$ cat src/rtl/axi4lite_cmd_master.sv
// axi4lite_cmd_master
// -------------------
// AXI4-Lite bus initiator for register access. Accepts one read or write
// command on a valid/ready command port, runs exactly one AXI4-Lite
// transaction on the five channels, and returns read data plus the response
// code on a valid/ready response port. Only one transaction is in flight.
//
// Handshake rule used on every channel in this file: a transfer happens on a
// rising edge where VALID and READY are both 1. A VALID driven by this block
// never drops before its transfer and clears on the edge of its own transfer.
// Payload driven by this block is held constant while its VALID is high.
//
// Ports
//   A_CLK, A_RST          clock (rising edge), synchronous active-high reset
//   cmd_valid/cmd_ready   command handshake; cmd_ready is 1 only in IDLE
//   cmd_write, cmd_addr, cmd_wdata, cmd_wstrb   command payload
//   rsp_valid/rsp_ready   response handshake
//   rsp_write, rsp_rdata, rsp_resp              response payload
//   AW_*, W_*, B_*, AR_*, R_*                   AXI4-Lite master channels
//   dbg_state             current FSM state encoding (debug / checker bind)
module axi4lite_cmd_master #(
  parameter int ADDR_W = 32,
  parameter int DATA_W = 32
) (
  input  logic                  A_CLK,
  input  logic                  A_RST,
  input  logic                  cmd_valid,
  output logic                  cmd_ready,
  input  logic                  cmd_write,
  input  logic [ADDR_W-1:0]     cmd_addr,
  input  logic [DATA_W-1:0]     cmd_wdata,
  input  logic [DATA_W/8-1:0]   cmd_wstrb,
  output logic                  rsp_valid,
  input  logic                  rsp_ready,
  output logic                  rsp_write,
  output logic [DATA_W-1:0]     rsp_rdata,
  output logic [1:0]            rsp_resp,
  output logic                  AW_VALID,
  input  logic                  AW_READY,
  output logic [ADDR_W-1:0]     AW_ADDR,
  output logic [2:0]            AW_PROT,
  output logic                  W_VALID,
  input  logic                  W_READY,
  output logic [DATA_W-1:0]     W_DATA,
  output logic [DATA_W/8-1:0]   W_STRB,
  input  logic                  B_VALID,
  output logic                  B_READY,
  input  logic [1:0]            B_RESP,
  output logic                  AR_VALID,
  input  logic                  AR_READY,
  output logic [ADDR_W-1:0]     AR_ADDR,
  output logic [2:0]            AR_PROT,
  input  logic                  R_VALID,
  output logic                  R_READY,
  input  logic [DATA_W-1:0]     R_DATA,
  input  logic [1:0]            R_RESP,
  output logic [2:0]            dbg_state
);

  localparam int STRB_W = DATA_W / 8;

  typedef enum logic [2:0] {
    S_IDLE         = 3'd0,
    S_WR_ADDR_DATA = 3'd1,
    S_WR_RESP      = 3'd2,
    S_RD_ADDR      = 3'd3,
    S_RD_DATA      = 3'd4,
    S_RSP          = 3'd5
  } state_t;

  state_t              state_q,     state_d;
  logic [ADDR_W-1:0]   addr_q,      addr_d;
  logic [DATA_W-1:0]   wdata_q,     wdata_d;
  logic [STRB_W-1:0]   wstrb_q,     wstrb_d;
  logic                aw_valid_q,  aw_valid_d;
  logic                w_valid_q,   w_valid_d;
  logic                aw_done_q,   aw_done_d;
  logic                w_done_q,    w_done_d;
  logic                b_ready_q,   b_ready_d;
  logic                ar_valid_q,  ar_valid_d;
  logic                r_ready_q,   r_ready_d;
  logic                rsp_valid_q, rsp_valid_d;
  logic                rsp_write_q, rsp_write_d;
  logic [DATA_W-1:0]   rsp_rdata_q, rsp_rdata_d;
  logic [1:0]          rsp_resp_q,  rsp_resp_d;

  // Held low while reset is asserted so no command is taken in that cycle,
  // regardless of what state the flops held before reset.
  assign cmd_ready = (state_q == S_IDLE) && !A_RST;

  always_comb begin
    state_d     = state_q;
    addr_d      = addr_q;
    wdata_d     = wdata_q;
    wstrb_d     = wstrb_q;
    aw_valid_d  = aw_valid_q;
    w_valid_d   = w_valid_q;
    aw_done_d   = aw_done_q;
    w_done_d    = w_done_q;
    b_ready_d   = b_ready_q;
    ar_valid_d  = ar_valid_q;
    r_ready_d   = r_ready_q;
    rsp_valid_d = rsp_valid_q;
    rsp_write_d = rsp_write_q;
    rsp_rdata_d = rsp_rdata_q;
    rsp_resp_d  = rsp_resp_q;

    unique case (state_q)
      S_IDLE: begin
        if (cmd_valid && cmd_ready) begin
          addr_d  = cmd_addr;
          wdata_d = cmd_wdata;
          wstrb_d = cmd_wstrb;
          if (cmd_write) begin
            aw_valid_d = 1'b1;
            w_valid_d  = 1'b1;
            aw_done_d  = 1'b0;
            w_done_d   = 1'b0;
            state_d    = S_WR_ADDR_DATA;
          end else begin
            ar_valid_d = 1'b1;
            state_d    = S_RD_ADDR;
          end
        end
      end

      S_WR_ADDR_DATA: begin
        // AW and W finish independently; the done flags remember which one
        // has already transferred so the other can keep waiting.
        if (aw_valid_q && AW_READY) begin
          aw_valid_d = 1'b0;
          aw_done_d  = 1'b1;
        end
        if (w_valid_q && W_READY) begin
          w_valid_d = 1'b0;
          w_done_d  = 1'b1;
        end
        // Using the next-state flags covers both transfers landing together.
        if (aw_done_d && w_done_d) begin
          b_ready_d = 1'b1;
          state_d   = S_WR_RESP;
        end
      end

      S_WR_RESP: begin
        if (B_VALID && b_ready_q) begin
          b_ready_d   = 1'b0;
          rsp_valid_d = 1'b1;
          rsp_write_d = 1'b1;
          rsp_rdata_d = '0;
          rsp_resp_d  = B_RESP;
          state_d     = S_RSP;
        end
      end

      S_RD_ADDR: begin
        if (ar_valid_q && AR_READY) begin
          ar_valid_d = 1'b0;
          r_ready_d  = 1'b1;
          state_d    = S_RD_DATA;
        end
      end

      S_RD_DATA: begin
        if (R_VALID && r_ready_q) begin
          r_ready_d   = 1'b0;
          rsp_valid_d = 1'b1;
          rsp_write_d = 1'b0;
          rsp_rdata_d = R_DATA;
          rsp_resp_d  = R_RESP;
          state_d     = S_RSP;
        end
      end

      S_RSP: begin
        if (rsp_valid_q && rsp_ready) begin
          rsp_valid_d = 1'b0;
          state_d     = S_IDLE;
        end
      end

      default: begin
        aw_valid_d  = 1'b0;
        w_valid_d   = 1'b0;
        b_ready_d   = 1'b0;
        ar_valid_d  = 1'b0;
        r_ready_d   = 1'b0;
        rsp_valid_d = 1'b0;
        state_d     = S_IDLE;
      end
    endcase
  end

  always_ff @(posedge A_CLK) begin
    if (A_RST) begin
      state_q     <= S_IDLE;
      addr_q      <= '0;
      wdata_q     <= '0;
      wstrb_q     <= '0;
      aw_valid_q  <= 1'b0;
      w_valid_q   <= 1'b0;
      aw_done_q   <= 1'b0;
      w_done_q    <= 1'b0;
      b_ready_q   <= 1'b0;
      ar_valid_q  <= 1'b0;
      r_ready_q   <= 1'b0;
      rsp_valid_q <= 1'b0;
      rsp_write_q <= 1'b0;
      rsp_rdata_q <= '0;
      rsp_resp_q  <= '0;
    end else begin
      state_q     <= state_d;
      addr_q      <= addr_d;
      wdata_q     <= wdata_d;
      wstrb_q     <= wstrb_d;
      aw_valid_q  <= aw_valid_d;
      w_valid_q   <= w_valid_d;
      aw_done_q   <= aw_done_d;
      w_done_q    <= w_done_d;
      b_ready_q   <= b_ready_d;
      ar_valid_q  <= ar_valid_d;
      r_ready_q   <= r_ready_d;
      rsp_valid_q <= rsp_valid_d;
      rsp_write_q <= rsp_write_d;
      rsp_rdata_q <= rsp_rdata_d;
      rsp_resp_q  <= rsp_resp_d;
    end
  end

  // The latched command drives both address channels; only the channel whose
  // VALID is high carries meaning.
  assign AW_VALID  = aw_valid_q;
  assign AW_ADDR   = addr_q;
  assign AW_PROT   = 3'b000;
  assign W_VALID   = w_valid_q;
  assign W_DATA    = wdata_q;
  assign W_STRB    = wstrb_q;
  assign B_READY   = b_ready_q;
  assign AR_VALID  = ar_valid_q;
  assign AR_ADDR   = addr_q;
  assign AR_PROT   = 3'b000;
  assign R_READY   = r_ready_q;
  assign rsp_valid = rsp_valid_q;
  assign rsp_write = rsp_write_q;
  assign rsp_rdata = rsp_rdata_q;
  assign rsp_resp  = rsp_resp_q;
  assign dbg_state = state_q;

endmodule

$ cat config.mk
export PLATFORM = sky130hd
export DESIGN_NAME = axi4lite_cmd_master
export DESIGN_NICKNAME = d
export VERILOG_FILES = /design/src/rtl/axi4lite_cmd_master.sv
export SDC_FILE = /design/constraint.sdc
export NUM_CORES = 1
export LEC_CHECK = 0
export BUFFER_PORTS_ARGS = -buffer_cell sky130_fd_sc_hd__buf_2
export CELL_PAD_IN_SITES_DETAIL_PLACEMENT = 0
export CELL_PAD_IN_SITES_GLOBAL_PLACEMENT = 1
export CORE_MARGIN = 1.5
export CORE_UTILIZATION = 34
export CTS_BUF_LIST = sky130_fd_sc_hd__clkbuf_4 sky130_fd_sc_hd__clkbuf_8
export DETAILED_ROUTE_END_ITERATION = 16
export GPL_TIMING_DRIVEN = 0
export PLACE_DENSITY_LB_ADDON = 0.1
export SETUP_SLACK_MARGIN = 0.1
export SYNTH_ARGS = -nofsm -noshare
export SYNTH_HDL_FRONTEND = slang
export SYNTH_SLANG_ARGS = --single-unit
$ cat constraint.sdc
create_clock -name A_CLK -period 3.6 [get_ports A_CLK]
set_clock_uncertainty 0.1 [all_clocks]
set_input_delay 0.18 -clock A_CLK [delete_from_list [all_inputs] [get_ports A_CLK]]
set_output_delay 0.18 -clock A_CLK [all_outputs]
set_load 0.05 [all_outputs]
======== Word-level counts from Yosys, hierarchy flattened ========
Index checks and enable logic that the tools add are counted.
storage, ports and cells
  word-level logic and storage cells ...... 106
  bits in registers ....................... 114
  output and inout port bits .............. 151
  bits of input ports ..................... 114
operators by class
  muxes and demuxes ....................... 43
  bitwise operators ....................... 5
  reduce and logical (&&, ||, !) cells .... 28
  equality and inequality tests ........... 15
operators with widths
  cell                                            number
  2-to-1 mux 32 bit                               2
  one-hot mux 32 bit (2 select lines)             1
  2-to-1 mux 1 bit                                20
  2-to-1 mux 3 bit                                6
  != test 2 bit (second input constant)           9
  one-hot mux 3 bit (6 select lines)              1
  AND reduction 4 bit                             4
  OR reduction 4 bit                              4
  one-hot mux 1 bit (3 select lines)              5
  AND reduction 3 bit                             4
  logical AND 1 bit                               9
  == test 3 x 2 -> 1 bit (second input constant)  2
  == test 3 bit (second input constant)           2
  2-to-1 mux 2 bit                                3
  one-hot mux 1 bit (2 select lines)              3
  AND reduction 6 bit                             1
  inverter 1 bit                                  5
  one-hot mux 1 bit (4 select lines)              1
  one-hot mux 2 bit (2 select lines)              1
  nonzero test 2 bit                              2
  == test 3 x 1 -> 1 bit (second input constant)  1
  logical NOT 3 bit                               1
  OR reduction 3 bit                              1
  != test 2 x 1 -> 1 bit (second input constant)  1
  2 further kinds                                 2

======== Longest topological paths before layout ========
Gate-level depths: netlist of run 1.
  depth after elaboration ................. 6
  depth in mapped cells ................... 8
  mapped depth without buffers ............ 6

======== Worst setup path before layout of run 1 ========
Ideal clock, no wire load.
  path kind ............................... register to register
  start ................................... register state_q[1], in the netlist dbg_state[1]
  end ..................................... register addr_q[10], in the netlist AR_ADDR[10]
  path buffers ............................ 3
  arrival ................................. 2.497 ns
  setup slack ............................. 0.889 ns
  stages on the path, launching flop included .. 8
  library setup time ...................... 0.114 ns
  clock period less this slack ............ 2.711 ns
  data required time ...................... 3.386 ns
  cells stage by stage .................... dfxtp_1 buf_6 nor4_2 nand2_1 buf_2 buf_2 nand3b_1 nand2_1
between the ends
  cells in the longest elaborated chain, start to end .. 4
ends and longest elaborated chain
  what                           RTL line  source
  from (decl)                    71        state_t state_q, state_d;
  from (signal assigned)         212       state_q <= state_d;
  logical NOT 3 bit              89        assign cmd_ready = (state_q == S_IDLE) && !A_RST;
  logical AND 1 bit              89
  named net cmd_ready            28        output logic cmd_ready,
  logical AND 1 bit              110       if (cmd_valid && cmd_ready) begin
  AND reduction 2 bit (no line)  -
  to (signal assigned)           213       addr_q <= addr_d;
  to (decl)                      72        logic [ADDR_W-1:0] addr_q, addr_d;
The timed path passes the listed nets, and every way through them passes these cells.
A chain may end at the register's enable or synchronous reset.

======== Worst setup path after layout of run 1 ========
  start ................................... register state_q[1], in the netlist dbg_state[1]
  end ..................................... register wdata_q[28], in the netlist W_DATA[28]
between the ends
  cells in the longest elaborated chain, start to end .. 4
ends and longest elaborated chain
  what                               RTL line  source
  logical NOT 3 bit (*)              89, 108
  logical AND 1 bit                  89
  logical AND 1 bit                  110
  AND reduction 2 bit (no line) (*)  -
  to (signal assigned)               214       wdata_q <= wdata_d;
  to (decl)                          73        logic [DATA_W-1:0] wdata_q, wdata_d;
Mark *: on every way between the ends. The rest lies on a longest branch, timed or not.

==> Implementation_results.wiki, run 1 <==
{| class="wikitable"
! Metric !! Value
|-
| Run status || completed
|-
| TNS Setup || 0 ns
|-
| First-pass GRT wire length || 24100 um
|-
| Wire length reported by the detailed router || 15400 um
|-
| Remaining DRCs || 0
|-
| Number of top-level pins || 265
|-
| Port Buffers || 258
|-
| Worst max-slew margin expressed relative to the limit || 0.547
|-
| Source-to-sink clock delay at the later pin of the worst-skew pair || 0.43 ns
|-
| Initial core utilization || 0.350
|-
| Cell area after synthesis || 4670 um2
|-
| Yosys warning count || 0
|-
| Setup-violating endpoint count in the final report || 0
|-
| Sequential cell area fraction in the yosys report || 0.488
|-
| Fill cell count || 1284
|-
| CP endpoint kind || flop
|-
| Synth area leader || sky130_fd_sc_hd__dfxtp_1
|-
| Total instance count after detailed placement || 986
|-
| Worst ir drop on vdd || 0.373 mV
|-
| Least-Margin Pin Slew || 0.679 ns
|-
| Buffer type at the clock tree root || sky130_fd_sc_hd__clkbuf_8
|-
| Flip-flop and latch count after synthesis || 114
|-
| Final number of max-transition violations || 0
|-
| Biggest area contributors in the synthesized netlist || sky130_fd_sc_hd__dfxtp_1, sky130_fd_sc_hd__nand2_1, sky130_fd_sc_hd__nand3b_1
|-
| Number of CTS-inserted buffers || 17
|-
| Full die area || 14500 um2
|-
| Power density over cell area || 694 nW/um2
|-
| Number of cells produced by synthesis || 547
|-
| Syn avg cell area || 8.55 um2
|-
| Via density || 4.56
|-
| GRT Util Overall || 0.212
|-
| Category of the worst setup path launch point || flop
|-
| Total placed instance area || 6200 um2
|-
| Core Area || 13300 um2
|-
| Layout overhead on the synthesized area || 65.2%
|-
| Portion of synthesized cell area occupied by the leading cell type || 0.488
|-
| Count of unique library cells instantiated by Yosys || 37
|-
| # diodes || 0
|-
| Die height || 120 um
|-
| Critical path required time || 3.87 ns
|-
| Final min period || 2.02 ns
|-
| Routed wire length per instance || 13.7 um
|-
| Maximum number of pins on one net before global-route repair || 17
|-
| Number of antenna violations at the first check in global routing || 0
|-
| Worst setup slack after placement || 1.54 ns
|-
| DRC marker count from the first detailed-route iteration || 239
|-
| Maximum fanout count along the critical path || 10
|-
| Clock transition at the registers of the reported paths || 0.07 ns
|-
| Most common cell after layout, fill and taps aside || sky130_fd_sc_hd__buf_2
|-
| Number of buffers on the longest clock path || 2
|-
| Post-Layout Inst Area || 7720 um2
|-
| Setup slack after layout || 1.58 ns
|-
| Count of final hold-check violations || 0
|-
| Static power due to leakage || 3.98 nW
|-
| Initial DRT Pass Iterations || 5
|-
| Overall via count from detail_route || 5119
|-
| Layout cell share with drive strength beyond 1 || 0.373
|-
| Die boundary width || 120 um
|-
| Global route total overflow || 0
|-
| Number of global-route vias before repair || 4953
|-
| Site Rows || 42
|-
| Most frequent cells in the layout || sky130_fd_sc_hd__buf_2, sky130_fd_sc_hd__nand2_1, sky130_fd_sc_hd__dfxtp_1
|-
| Count of non-filler cells in the finished layout || 1122
|-
| RSZ-0062 raised after global routing || no
|-
| Ratio of final minimum period to clock period || 0.561
|-
| Placer's final routability congestion estimate || 0.826
|-
| H-tree depth || 4
|-
| Post-CTS setup buffers || 0
|-
| TritonCTS clock tree || done
|-
| # nets final || 1049
|-
| Worst hold path class || input pin to flop
|-
| Detailed-placement wirelength estimate || 10800 um
|-
| Achievable Freq || 496 MHz
|-
| Crit path kind || flop to flop
|-
| Maximum Capacitance Violations || 0
|-
| Total number of clock tree sinks || 114
|-
| Signal arrival time at the worst endpoint || 2.29 ns
|-
| Number of nets with antenna violations after routing || 0
|}
-- repair_timing --
action                                  4_1_cts  5_1_grt
hold endpoints to repair                    103        0
gates resized for setup                       0        0
hold buffers                                104        0
endpoints found under the setup margin        0        0
-- layout make-up --
| cell class | count | area [um2] | area share |
|---|---|---|---|
| repair buffers | 362 | 2330 | 0.302 |
| flip-flops and latches | 114 | 2280 | 0.295 |
| multi-input cells | 360 | 1940 | 0.251 |
| plain buffers | 74 | 460 | 0.0596 |
| clock buffers | 21 | 270 | 0.0350 |
| well taps | 176 | 220 | 0.0285 |
| clock inverters | 11 | 208 | 0.0269 |
| inverters | 4 | 15.0 | 0.00194 |
-- power breakdown --
part	internal [W]	switching, W	total (W)
sequential	0.00147	0.000152	0.00162
combinational	0.000661	0.00164	0.00230
clock	0.000931	0.000516	0.00145
total	0.00306	0.00230	0.00536
-- cells in the mapped netlist, drive strengths merged --
cell and count:
or3 1, nor3b 1, a2bb2oi 1, nand2 150
nor2 47, ha 2, a31oi 3, o2bb2ai 1
o21a 2, o21ai 6, nor3 4, o22ai 1
dfxtp 114, mux2i 3, o211ai 1, a22oi 33
conb 1, nand3b 69, a221oi 3, nand2b 2
nor4 1, clkbuf 20, nand3 5, a21oi 10
nor2b 3, a21o 1, inv 4, a211oi 4
buf 54
-- state kept, by name, summed over array words and instances (netlist names), 2 cells and up --
name	cells
AR_ADDR	32
W_DATA	32
rsp_rdata	32
W_STRB	4
dbg_state	3
rsp_resp	2
-- worst paths after layout --
check	startpoint	endpoint	slack, ns	cells after the start
worst min register to register	W_DATA[30]	W_DATA[30]	0.37	2
worst max register to register	dbg_state[1]	W_DATA[28]	1.58	8
worst max-delay path	dbg_state[1]	W_DATA[28]	1.58	8
worst min-delay path	W_READY	w_done_q	0.03	4
-- logic make-up (layout without fill, tap and decap cells) --
group | after synthesis | after routing | share of synthesized area
AO/OA/AOI/OAI | 66 | 66 | 0.101
adder cells (fa/ha/maj) | 2 | 2 | 0.00535
buffers and inverters | 78 | 472 | 0.102
flip-flops | 114 | 114 | 0.488
multiplexers | 3 | 3 | 0.00642
other | 1 | 6 | 0.000802
AND/OR/NAND/NOR | 283 | 283 | 0.296
-- through the flow --
stage                util  hold slack [ns]  total power, W
floorplan               -            0.179         0.00332
global placement    0.465            0.264         0.00384
detailed placement  0.465            0.267         0.00385
CTS                 0.579         0.000566         0.00541
global route        0.579           0.0408         0.00562
finish              0.579           0.0270         0.00536
-- critical path, cell delays in order, from the launching register on --
cell and delay (ns):
sky130_fd_sc_hd__dfxtp_1 0.32, sky130_fd_sc_hd__buf_6 0.14, sky130_fd_sc_hd__nor2_1 0.24, sky130_fd_sc_hd__nand2_1 0.12, sky130_fd_sc_hd__nor2_1 0.43, sky130_fd_sc_hd__buf_4 0.28, sky130_fd_sc_hd__buf_4 0.19, sky130_fd_sc_hd__nand2_1 0.07
sky130_fd_sc_hd__nand2_1 0.06
-- layer usage --
metal  vias up  GRT usage  wire length [um]
met1      2359      0.248              6500
li1       2548          -                 -
met4         0     0.0890               307
met3        24     0.0542               913
met5         -          0                 0
met2       188      0.367              7650
No activity file was read; power rests on OpenSTA's default activity.
==> inputs of run 2 (changes only) <==
CORE_UTILIZATION = 32   (was 34)
clock period = 1.9 ns   (was 3.6 ns; I/O delays follow)
==> run 2 against run 1 <==
Non-clock buffer count increased by 14; register-to-register slack got worse by 1.5 ns; setup slack got worse by 1.5 ns; combinational power increased by 100%; flip-flop and latch count unchanged; count of clock-buffer cells in the layout increased by 1; routed wire length increased by 2.3%; clock power increased by 66%; critical path type unchanged.
==> Implementation_results.wiki, run 2 (same netlist as run 1, synthesis figures left out) <==
{| class="wikitable"
! Metric !! Value
|-
| RSZ-0062 raised after global routing || yes
|-
| Total number of clock tree sinks || 114 (unchanged)
|-
| Worst hold path class || input pin to flop
|-
| Count of final hold-check violations || 0 (unchanged)
|-
| Clock transition at the registers of the reported paths || 0.07 ns (about the same)
|-
| GRT Util Overall || 0.197 (-0.0143)
|-
| Placer's final routability congestion estimate || 0.800 (-3.2%)
|-
| Final min period || 1.77 ns (-0.248 ns)
|-
| Critical Path Start || dbg_state[1]
|-
| Hold Crit Start || cmd_valid
|-
| Post-route met1 wirelength || 6480 um (-0.31%)
|-
| Wire length on met2 || 8130 um (+6.3%)
|-
| Setup slack after layout || 0.130 ns (-1.45 ns)
|-
| Layout cell share with drive strength beyond 1 || 0.400 (+0.0268)
|-
| Worst setup slack after placement || -0.0832 ns (-1.62 ns)
|-
| Ratio of final minimum period to clock period || 0.932 (+0.371)
|-
| Worst flop-to-flop path endpoint || rsp_rdata[12]
|-
| Full die area || 15300 um2 (+6.1%)
|-
| Core Area || 14100 um2 (+5.6%)
|-
| Path depth of the worst reg2reg path || 7 (-1)
|-
| Global route total overflow || 0 (unchanged)
|-
| Number of antenna violations at the first check in global routing || 0 (unchanged)
|-
| Maximum Capacitance Violations || 0 (unchanged)
|-
| CP endpoint kind || flop
|-
| DRC marker count from the first detailed-route iteration || 251 (+5.0%)
|-
| Number of nets with antenna violations after routing || 0 (unchanged)
|-
| Utilization of the core after routing || 0.563 (-0.0160)
|-
| Die height || 124 um (+3.0%)
|-
| Overall via count from detail_route || 5159 (+0.78%)
|-
| Setup-violating endpoint count in the final report || 0 (unchanged)
|-
| Die boundary width || 124 um (+3.0%)
|-
| Hold depth || 5 (+1)
|-
| Worst ir drop on vdd || 0.584 mV (+57%)
|-
| Via density || 4.53 (-0.81%)
|-
| Run status || completed
|-
| TritonCTS clock tree || done
|-
| Most common cell after layout, fill and taps aside || sky130_fd_sc_hd__buf_2
|-
| Crit path kind || flop to flop
|-
| Detailed-placement wirelength estimate || 11100 um (+2.6%)
|-
| # diodes || 0 (unchanged)
|-
| Worst max-slew margin expressed relative to the limit || 0.593 (+0.0454)
|-
| Least-Margin Pin Slew || 0.611 ns (-0.0681 ns)
|-
| Number of global-route vias before repair || 4944 (-0.18%)
|-
| Remaining DRCs || 0 (unchanged)
|-
| H-tree depth || 4 (unchanged)
|-
| Wire length reported by the detailed router || 15700 um (+2.3%)
|-
| Number of buffers on the longest clock path || 2 (unchanged)
|-
| Category of the worst setup path launch point || flop
|-
| Total power after layout || 0.0101 W (+88%)
|-
| Maximum number of pins on one net before global-route repair || 17 (unchanged)
|-
| Initial core utilization || 0.332 (-0.0186)
|-
| Startpoint of the worst-slack reg-to-reg timing path || dbg_state[1]
|-
| Final-layout worst hold slack || 0.0945 ns (+0.0675 ns)
|-
| Layout overhead on the synthesized area || 69.7%
|-
| Routed wire length per instance || 13.8 um (+0.68%)
|-
| Met3 Routed Length || 947 um (+3.7%)
|-
| Critical path required time || 2.09 ns (-1.78 ns)
|-
| Number of top-level pins || 265 (unchanged)
|-
| Count of non-filler cells in the finished layout || 1140 (+1.6%)
|-
| Total instance count after detailed placement || 990 (+0.41%)
|-
| Site Rows || 43 (+2.4%)
|-
| Endpoint, Worst Hold || W_VALID
|-
| First-pass GRT wire length || 23300 um (-3.1%)
|-
| Signal arrival time at the worst endpoint || 1.96 ns (-0.33 ns)
|-
| Worst R2R Setup Slack || 0.13 ns (-1.45 ns)
|-
| # nets final || 1063 (+1.3%)
|-
| Static power due to leakage || 4.08 nW (+2.4%)
|-
| Port Buffers || 258 (unchanged)
|-
| Maximum fanout count along the critical path || 10 (unchanged)
|-
| Power density over cell area || 1270 nW/um2 (+83%)
|-
| Initial DRT Pass Iterations || 5 (unchanged)
|-
| Most frequent cells in the layout || sky130_fd_sc_hd__buf_2, sky130_fd_sc_hd__nand2_1, sky130_fd_sc_hd__dlygate4sd3_1
|-
| Final number of max-transition violations || 0 (unchanged)
|-
| Highest signal layer in the routed design || met4
|-
| Buffer type at the clock tree root || sky130_fd_sc_hd__clkbuf_8
|-
| Achievable Freq || 565 MHz (+14%)
|-
| Number of CTS-inserted buffers || 17 (unchanged)
|-
| Source-to-sink clock delay at the later pin of the worst-skew pair || 0.42 ns (about the same)
|}
[run 2: cell count changes in the layout (fill, tap and decap cells not counted), sizes merged]
| cell | delta |
|---|---|
| buf | +7 |
| dlygate4sd3 | +7 |
| bufinv | -3 |
| clkinv | +2 |
| clkbuf | +1 |
| clkinvlp | +1 |
| inv | -1 |
[run 2: worst max path at each step]
stage,depth (start not counted),to,slack [ns]
2_1_floorplan,7,AR_ADDR[10],-0.11
3_3_place_gp,8,AR_ADDR[2],-0.08
3_5_place_dp,8,AR_ADDR[4],-0.08
4_1_cts,8,AR_ADDR[4],0.09
5_1_grt,7,rsp_rdata[7],0.07
6_report,7,rsp_rdata[12],0.13
[run 2: power by group]
| group | internal [W] | switching [W] | leakage [nW] |
|---|---|---|---|
| registers | 0.00280 | 0.000308 | 0.936 |
| clock network | 0.00142 | 0.000974 | 0.219 |
| logic | 0.00141 | 0.00318 | 2.92 |
| total | 0.00563 | 0.00446 | 4.08 |
[run 2: layer usage]
layer / GRT usage / up-vias
met2: 0.353 / 164
li1: - / 2580
met3: 0.0508 / 14
met1: 0.220 / 2401
met5: 0 / -
met4: 0.0876 / 0
[run 2: per-stage QoR]
step	cell area, um2	TNS, ns
2_1_floorplan	4750	-2.72
3_3_place_gp	6270	-1.45
3_5_place_dp	6270	-1.42
4_1_cts	7840	0
5_1_grt	7930	0
6_report	7930	0
[run 2: worst max-delay path: stages, from the launching register on]
cell                      delay, ns
sky130_fd_sc_hd__dfxtp_4       0.36
sky130_fd_sc_hd__buf_12        0.14
sky130_fd_sc_hd__nor2b_4       0.24
sky130_fd_sc_hd__nand3_2       0.12
sky130_fd_sc_hd__a21o_1        0.25
sky130_fd_sc_hd__buf_4         0.20
sky130_fd_sc_hd__a22oi_1       0.17
sky130_fd_sc_hd__nor2_1        0.07
[run 2: cell type report]
class                           instances  area (um2)
Fill cell                            1327        6160
Timing Repair Buffer                  376        2450
Buffer                                 74         520
Clock inverter                         10         131
Tap cell                              180         225
Multi-Input combinational cell        360        1990
Inverter                                4        18.8
Sequential cell                       114        2300
Clock buffer                           22         290
[run 2: what timing repair did]
action / in CTS / in global routing
setup endpoints to repair: 100 / 56
hold buffers: 111 / 0
resized for setup: 9 / 17
pin swaps: 0 / 3
gates cloned: 0 / 0
buffers inserted: 1 / 6
endpoints found under the hold margin: 111 / 0
